File: config.mk
export PLATFORM = sky130hd
export DESIGN_NAME = ixc_fifo_5
export DESIGN_NICKNAME = d
export VERILOG_FILES = /design/src/rtl/ixc_fifo_pkg.sv /design/src/rtl/ixc_fifo_ptr.sv /design/src/rtl/ixc_fifo_5.sv
export SDC_FILE = /design/constraint.sdc
export NUM_CORES = 1
export LEC_CHECK = 0
export ABC_AREA = 1
export CAP_MARGIN = 20
export CELL_PAD_IN_SITES_DETAIL_PLACEMENT = 0
export CELL_PAD_IN_SITES_GLOBAL_PLACEMENT = 1
export CORE_MARGIN = 1
export CORE_UTILIZATION = 40
export CTS_CLUSTER_DIAMETER = 120
export DETAILED_ROUTE_END_ITERATION = 7
export PLACE_DENSITY_LB_ADDON = 0.15
export SYNTH_ARGS = -nofsm -noshare
export SYNTH_HDL_FRONTEND = slang
export SYNTH_SLANG_ARGS = --single-unit
File: constraint.sdc
create_clock -name clk -period 4.1 [get_ports clk]
set_input_delay 0.615 -clock clk [delete_from_list [all_inputs] [get_ports clk]]
set_output_delay 0.615 -clock clk [all_outputs]
set_load 0.1 [all_outputs]
File: src/rtl/ixc_fifo_pkg.sv
// Shared constants and types for the 5-bit emulation FIFO family.
package ixc_fifo_pkg;

  localparam int unsigned IXC_W5    = 5;
  localparam int unsigned IXC_DEPTH = 4;
  localparam int unsigned IXC_PW    = $clog2(IXC_DEPTH);
  localparam int unsigned IXC_CW    = IXC_PW + 1;

  typedef logic [IXC_PW-1:0] ptr_t;
  typedef logic [IXC_CW-1:0] cnt_t;
  typedef logic [IXC_W5-1:0] word_t;

endpackage

File: src/rtl/ixc_fifo_ptr.sv
// Wrapping modulo-DEPTH pointer register with synchronous clear.
module ixc_fifo_ptr
  import ixc_fifo_pkg::*;
#(
  parameter int unsigned DEPTH = IXC_DEPTH
) (
  input  logic                     clk,
  input  logic                     rst_n,
  input  logic                     clr,
  input  logic                     inc,
  output logic [$clog2(DEPTH)-1:0] ptr
);

  localparam int unsigned PW = $clog2(DEPTH);

  always_ff @(posedge clk or negedge rst_n) begin
    if (!rst_n) begin
      ptr <= '0;
    end else if (clr) begin
      ptr <= '0;
    end else if (inc) begin
      ptr <= (ptr == PW'(DEPTH - 1)) ? '0 : ptr + PW'(1);
    end
  end

endmodule

File: src/rtl/ixc_fifo_5.sv
// First-word-fall-through valid/ready FIFO feeding the 5-bit assign stage,
// with occupancy and high-water-mark reporting.
module ixc_fifo_5
  import ixc_fifo_pkg::*;
#(
  parameter int unsigned WIDTH = IXC_W5,
  parameter int unsigned DEPTH = IXC_DEPTH
) (
  input  logic                   clk,
  input  logic                   rst_n,
  input  logic                   flush,
  input  logic                   in_valid,
  output logic                   in_ready,
  input  logic [WIDTH-1:0]       in_data,
  output logic                   out_valid,
  input  logic                   out_ready,
  output logic [WIDTH-1:0]       out_data,
  output logic [$clog2(DEPTH):0] count,
  output logic [$clog2(DEPTH):0] hwm
);

  localparam int unsigned PW = $clog2(DEPTH);
  localparam int unsigned CW = PW + 1;

  logic             push;
  logic             pop;
  logic [PW-1:0]    wptr;
  logic [PW-1:0]    rptr;
  logic [CW-1:0]    count_nxt;
  logic [CW-1:0]    hwm_nxt;
  logic [WIDTH-1:0] mem [DEPTH];

  // Flush discards any handshake in the same cycle.
  assign push = in_valid & in_ready & ~flush;
  assign pop  = out_valid & out_ready & ~flush;

  ixc_fifo_ptr #(.DEPTH(DEPTH)) u_wptr (
    .clk   (clk),
    .rst_n (rst_n),
    .clr   (flush),
    .inc   (push),
    .ptr   (wptr)
  );

  ixc_fifo_ptr #(.DEPTH(DEPTH)) u_rptr (
    .clk   (clk),
    .rst_n (rst_n),
    .clr   (flush),
    .inc   (pop),
    .ptr   (rptr)
  );

  // Next occupancy and high-water mark; hwm is naturally bounded by DEPTH.
  always_comb begin
    count_nxt = count;
    hwm_nxt   = hwm;
    if (flush) begin
      count_nxt = '0;
      hwm_nxt   = '0;
    end else begin
      if (push && !pop) begin
        count_nxt = count + CW'(1);
      end else if (pop && !push) begin
        count_nxt = count - CW'(1);
      end
      if (count_nxt > hwm) begin
        hwm_nxt = count_nxt;
      end
    end
  end

  // Flags are registered copies of the next-occupancy decode.
  always_ff @(posedge clk or negedge rst_n) begin
    if (!rst_n) begin
      count     <= '0;
      hwm       <= '0;
      in_ready  <= 1'b1;
      out_valid <= 1'b0;
    end else begin
      count     <= count_nxt;
      hwm       <= hwm_nxt;
      in_ready  <= (count_nxt != CW'(DEPTH));
      out_valid <= (count_nxt != '0);
    end
  end

  // Storage is intentionally not reset.
  always_ff @(posedge clk) begin
    if (push) begin
      mem[wptr] <= in_data;
    end
  end

  assign out_data = mem[rptr];

endmodule
# After elaboration in Yosys (flattened, before gate mapping)
# Memories as Yosys holds them, arrays and structs flattened.
# Cells that the tools add are included.
[op_classes]
add_sub_neg = 4
magnitude_cmp = 1
n_eq_ne = 3
n_mux = 14
n_bitwise = 5
n_reduce_logical = 8
[op_table]
columns = ["op", "n"]
rows = [
  ["$mux 3", 6],
  ["$mux 2", 6],
  ["$reduce_bool 2->1", 3],
  ["$add 2x1->2 const B", 2],
  ["$and 1x1->1", 4],
  ["$eq 2x2->1 const B", 2],
  ["$add 3x1->3 const B", 1],
  ["$gt 3x3->1", 1],
  ["$ne 3x3->1 const B", 1],
  ["$reduce_bool 3->1", 1],
  ["$sub 3x1->3 const B", 1],
  ["$logic_and 1x1->1", 2],
  ["$logic_not 1->1", 2],
  ["$mux 1", 2],
  ["$not 1->1", 1],
]
[word_totals]
reg_bits = 12
ram_bits = 20
output_inout_bits = 13
wordCells = 42
memories = 1
[memory_table]
columns = ["memory", "words", "width", "rd", "rd_ports_with_merged_regs", "write_ports", "line_no", "source"]
rows = [
  ["mem", 4, 5, 1, 0, 1, "ixc_fifo_5.sv:31", "logic [WIDTH-1:0] mem [DEPTH];"],
]

# Logic depth before layout (Yosys ltp)
[depth]
word_depth = 10
depth_mapped = 18
depth_no_buf = 18

# Cells and area by module
# From an unflattened synthesis, not the netlist that was laid out.
[hier_totals]
cells_unflattened = 162
area_unflattened_um2 = 1575.3
[by_module_without_submodules]
columns = ["mod", "n_inst", "cells_per_inst", "area_per_inst_um2", "seq_area_each_um2"]
rows = [
  ["ixc_fifo_5", 1, 138, 1372.6, 802.0],
  ["ixc_fifo_ptr", 2, 12, 101.3, 50.0],
]

# Least setup slack after synthesis
# Ideal clock, no wire load.
[synth_timing]
path_kind = "reg-to-output"
start = "register u_rptr.ptr[0]"
end = "output port out_data[0]"
t_arrival_ps = 2250
required_time_ps = 3485
path_slack_ps = 1235
stages_incl_launch_ff = 5
n_path_buf = 1
path_cell_list = "dfrtp_1 -> inv_1 -> clkbuf_1 -> o21ai_0 -> o22ai_1"
[synth_via]
elab_chain_cells = 1
[synth_lines]
columns = ["element", "line_no", "source"]
rows = [
  ["start, declared", "ixc_fifo_ptr.sv:11", "output logic [$clog2(DEPTH)-1:0] ptr"],
  ["start signal, assigned", "ixc_fifo_ptr.sv:22", "ptr <= (ptr == PW'(DEPTH - 1)) ? '0 : ptr + PW'(1);"],
  ["$mem_v2 4x5", "n/a", ""],
  ["end, declared", "ixc_fifo_5.sv:17", "output logic [WIDTH-1:0] out_data,"],
]
# No other way between the ends.

# Worst setup path in the final report
[layout_timing]
start = "register u_rptr.ptr[0]"
end = "output port out_data[4]"
# The elaborated chain is that of the path after synthesis.

==> results.toml <==
[cts]
cts_tree = "done"
cts_resized = 0
h-tree-depth = 2
clk_pin_slew_ns = 0.06
hold_buffers = 0
cts_root_buf = "clkbuf_8"
numCtsBuffers = 5
clock_sinks = 32
post_cts_buffers = 0
clk_path_buf_depth = 2
clk_latency_ns = 0.28

[worst_setup_path]
critPathTopFamily = "buffers and inverters"
r2r_start = "in_ready"
cp-start-kind = "register"
slowest_delay_ns = 1.15
critPathMaxFanout = 12
cp_num_buf_inv = 2
cpMaxStageDelayCell = "clkdlybuf4s50_1"
endpoint_kind = "output pin"
worstPathCellList = "inv_1 -> nor2_1 -> o22ai_1 -> clkdlybuf4s50_1"
arrival_ns = 2.50
worstPathRequired_ns = 3.48
cp-startpoint = "u_rptr.ptr[0]"
critical_path_class = "reg -> out"

[yosys]
yosysWarnings = 0
yosys.area_share.xor_xnor_pct = 1.14
synth-compound-area-share_pct = 8.08
synth_cell_types = 22
synth_top_family_by_area = "simple AND/OR/NAND/NOR gates"
netlist_area_sq_um = 1530
synth_nets = 170
seq_area_frac_synth_pct = 58.9
synthAdderAreaFrac_pct = 7.35
syn_inst = 151
synth-seq-cells = 32
yosys.area_share.simple_pct = 17.6
avgSynthCellArea_sq_um = 10.2
synth_mux_area_share_pct = 0

[timing]
finalHoldViolations = 0
worst_slew_margin_rel_pct = 35.1
setup-tns-final_ns = 0
timing.final.crit_share_pct = 75.9
slew_violations = 0
rsz0062_at_grt = "false"
min_period_ns = 3.11
setup_viol_count_final = 0
clock.fmax_mhz = 322
worstMarginPinSlew_ns = 0.971
skew_ns = 0.00460

[job]
drv_cap = 0

[global_route]
grt_first_pass_wirelength_mm = 5.07
grt_usage_pct = 16.8
grt_max_degree = 13
antenna_found_initial = 0
grt_pass1_vias = 1147
grt_util_met1_pct = 18.7
grt.met2_usage_pct = 29.4
met3_usage_pct = 5.71
grt_busiest_layer = "met2"
overflow = 0

[routing]
vias = 1080
routedWlPerCell_um = 12.7
firstDrtPassIters = 4
vias_per_cell = 4.76
drt_iter0_drc = 25
drc_errors = 0
postRouteAntennaNets = 0
wirelength_mm = 2.89

[power]
total_power_mw = 1.07
peakVddDrop_mv = 0.261
p_per_area_nw_per_um2 = 567
cellLeakagePower_nw = 0.804

[placement]
placed_cell_area_sq_um = 1810
io_buffers = 22
finalWeightedCongestion = 0.725
dp_hpwl_mm = 2.12

[cells_and_area]
multi_input_area_sq_um = 523
diodes = 0
area_growth_pct = 23.0
ff_latch_area_sq_um = 902
final_common_cell = "inv_1"
fin_area_sq_um = 1890
n_fill_cell = 336
final_cell_mix = "23 x inv_1, 22 x clkdlybuf4s50_1, 20 x nand2_1, 20 x edfxtp_1, 17 x nor2_1"
drive_gt1_share_pct = 12.3
final_core_util_pct = 51.5
fin_nets = 197

[floorplanning]
core_sq_um = 3660
die_h_um = 63.9
die-area_sq_um = 4080
rows = 22
ios = 23
start_util_pct = 41.9
die_x_um = 63.9

[run_status]
status = "finished clean"

[worst_hold_path]
worstHoldStart = "hwm[2]"
hold_class = "reg -> reg"
-- layout make-up --
cell class              instances  area share [%]
flip-flops and latches         32            47.8
multi-input cells              91            27.7
repair buffers                 22            11.7
inverters                      26            5.31
clock buffers                   6            3.85
well taps                      48            3.19
clock inverters                 2           0.398
-- cell usage after synthesis --
master	n	area, sq um
nor3_1	1	5.00
inv_2	2	7.51
nand2_1	20	75.1
o21a_1	1	7.51
xnor2_1	2	17.5
o21ai_1	2	10.0
inv_1	23	86.3
clkbuf_1	2	7.51
o22ai_1	5	31.3
edfxtp_1	20	601
dfstp_2	1	26.3
ha_1	9	113
nand3_2	2	20.0
nand2_2	10	62.6
nor2_1	17	63.8
nand3_1	5	25.0
nand4_1	1	6.26
a21oi_1	2	10.0
dfrtp_1	11	275
o21ai_0	13	65.1
inv_4	1	6.26
nor2_4	1	11.3
-- stage by stage --
stage | worst slack [ns] | hold slack, ns | instances
global route | 0.796 | 0.532 | 227
CTS | 0.958 | 0.514 | 227
global placement | 1.30 | 0.501 | 219
floorplan | 1.24 | 0.319 | 151
finish | 0.990 | 0.512 | 227
detailed placement | 1.26 | 0.500 | 219
-- kinds of logic after synthesis --
logic type               Yosys count
AO/OA/AOI/OAI                     23
XOR/XNOR                           2
adder cells (fa/ha/maj)            9
buffers and inverters             28
flip-flops                        32
AND/OR/NAND/NOR                   57
-- tightest hold or removal path: stages (launching register included) --
cell	delay [ns]
dfrtp_1	0.37
nand2_1	0.06
nand2_1	0.05
-- state kept, by name (all words and copies together), names as in the netlist --
name,cells
hwm,3
count,3
in_ready,1
u_rptr.ptr,2
mem,20
u_wptr.ptr,2
out_valid,1
-- path summary, 6_finish.rpt --
check                                endpoint  slack, ns  depth (start not counted)
worst min-delay path                   hwm[2]       0.51                          2
worst max register to register         hwm[1]       2.02                         16
worst max-delay path              out_data[4]       0.99                          4
min in group asynchronous       u_rptr.ptr[0]       0.70                          1
worst min register to register         hwm[2]       0.51                          2
max in group asynchronous            in_ready       3.03                          1
-- where the power goes --
part,switching [mW],total (mW),internal (mW)
Sequential,0.0267,0.401,0.374
Clock,0.105,0.221,0.115
Combinational,0.333,0.448,0.115
-- layer usage --
layer / up-vias / routed length, um / part of all wire [%]
met3: 5 / 125 / 4.3
li1: 544 / - / -
met5: - / 0 / 0
met4: 0 / 38 / 1.3
met1: 511 / 1250 / 43
met2: 20 / 1470 / 51
(Power assumes the default switching activity.)
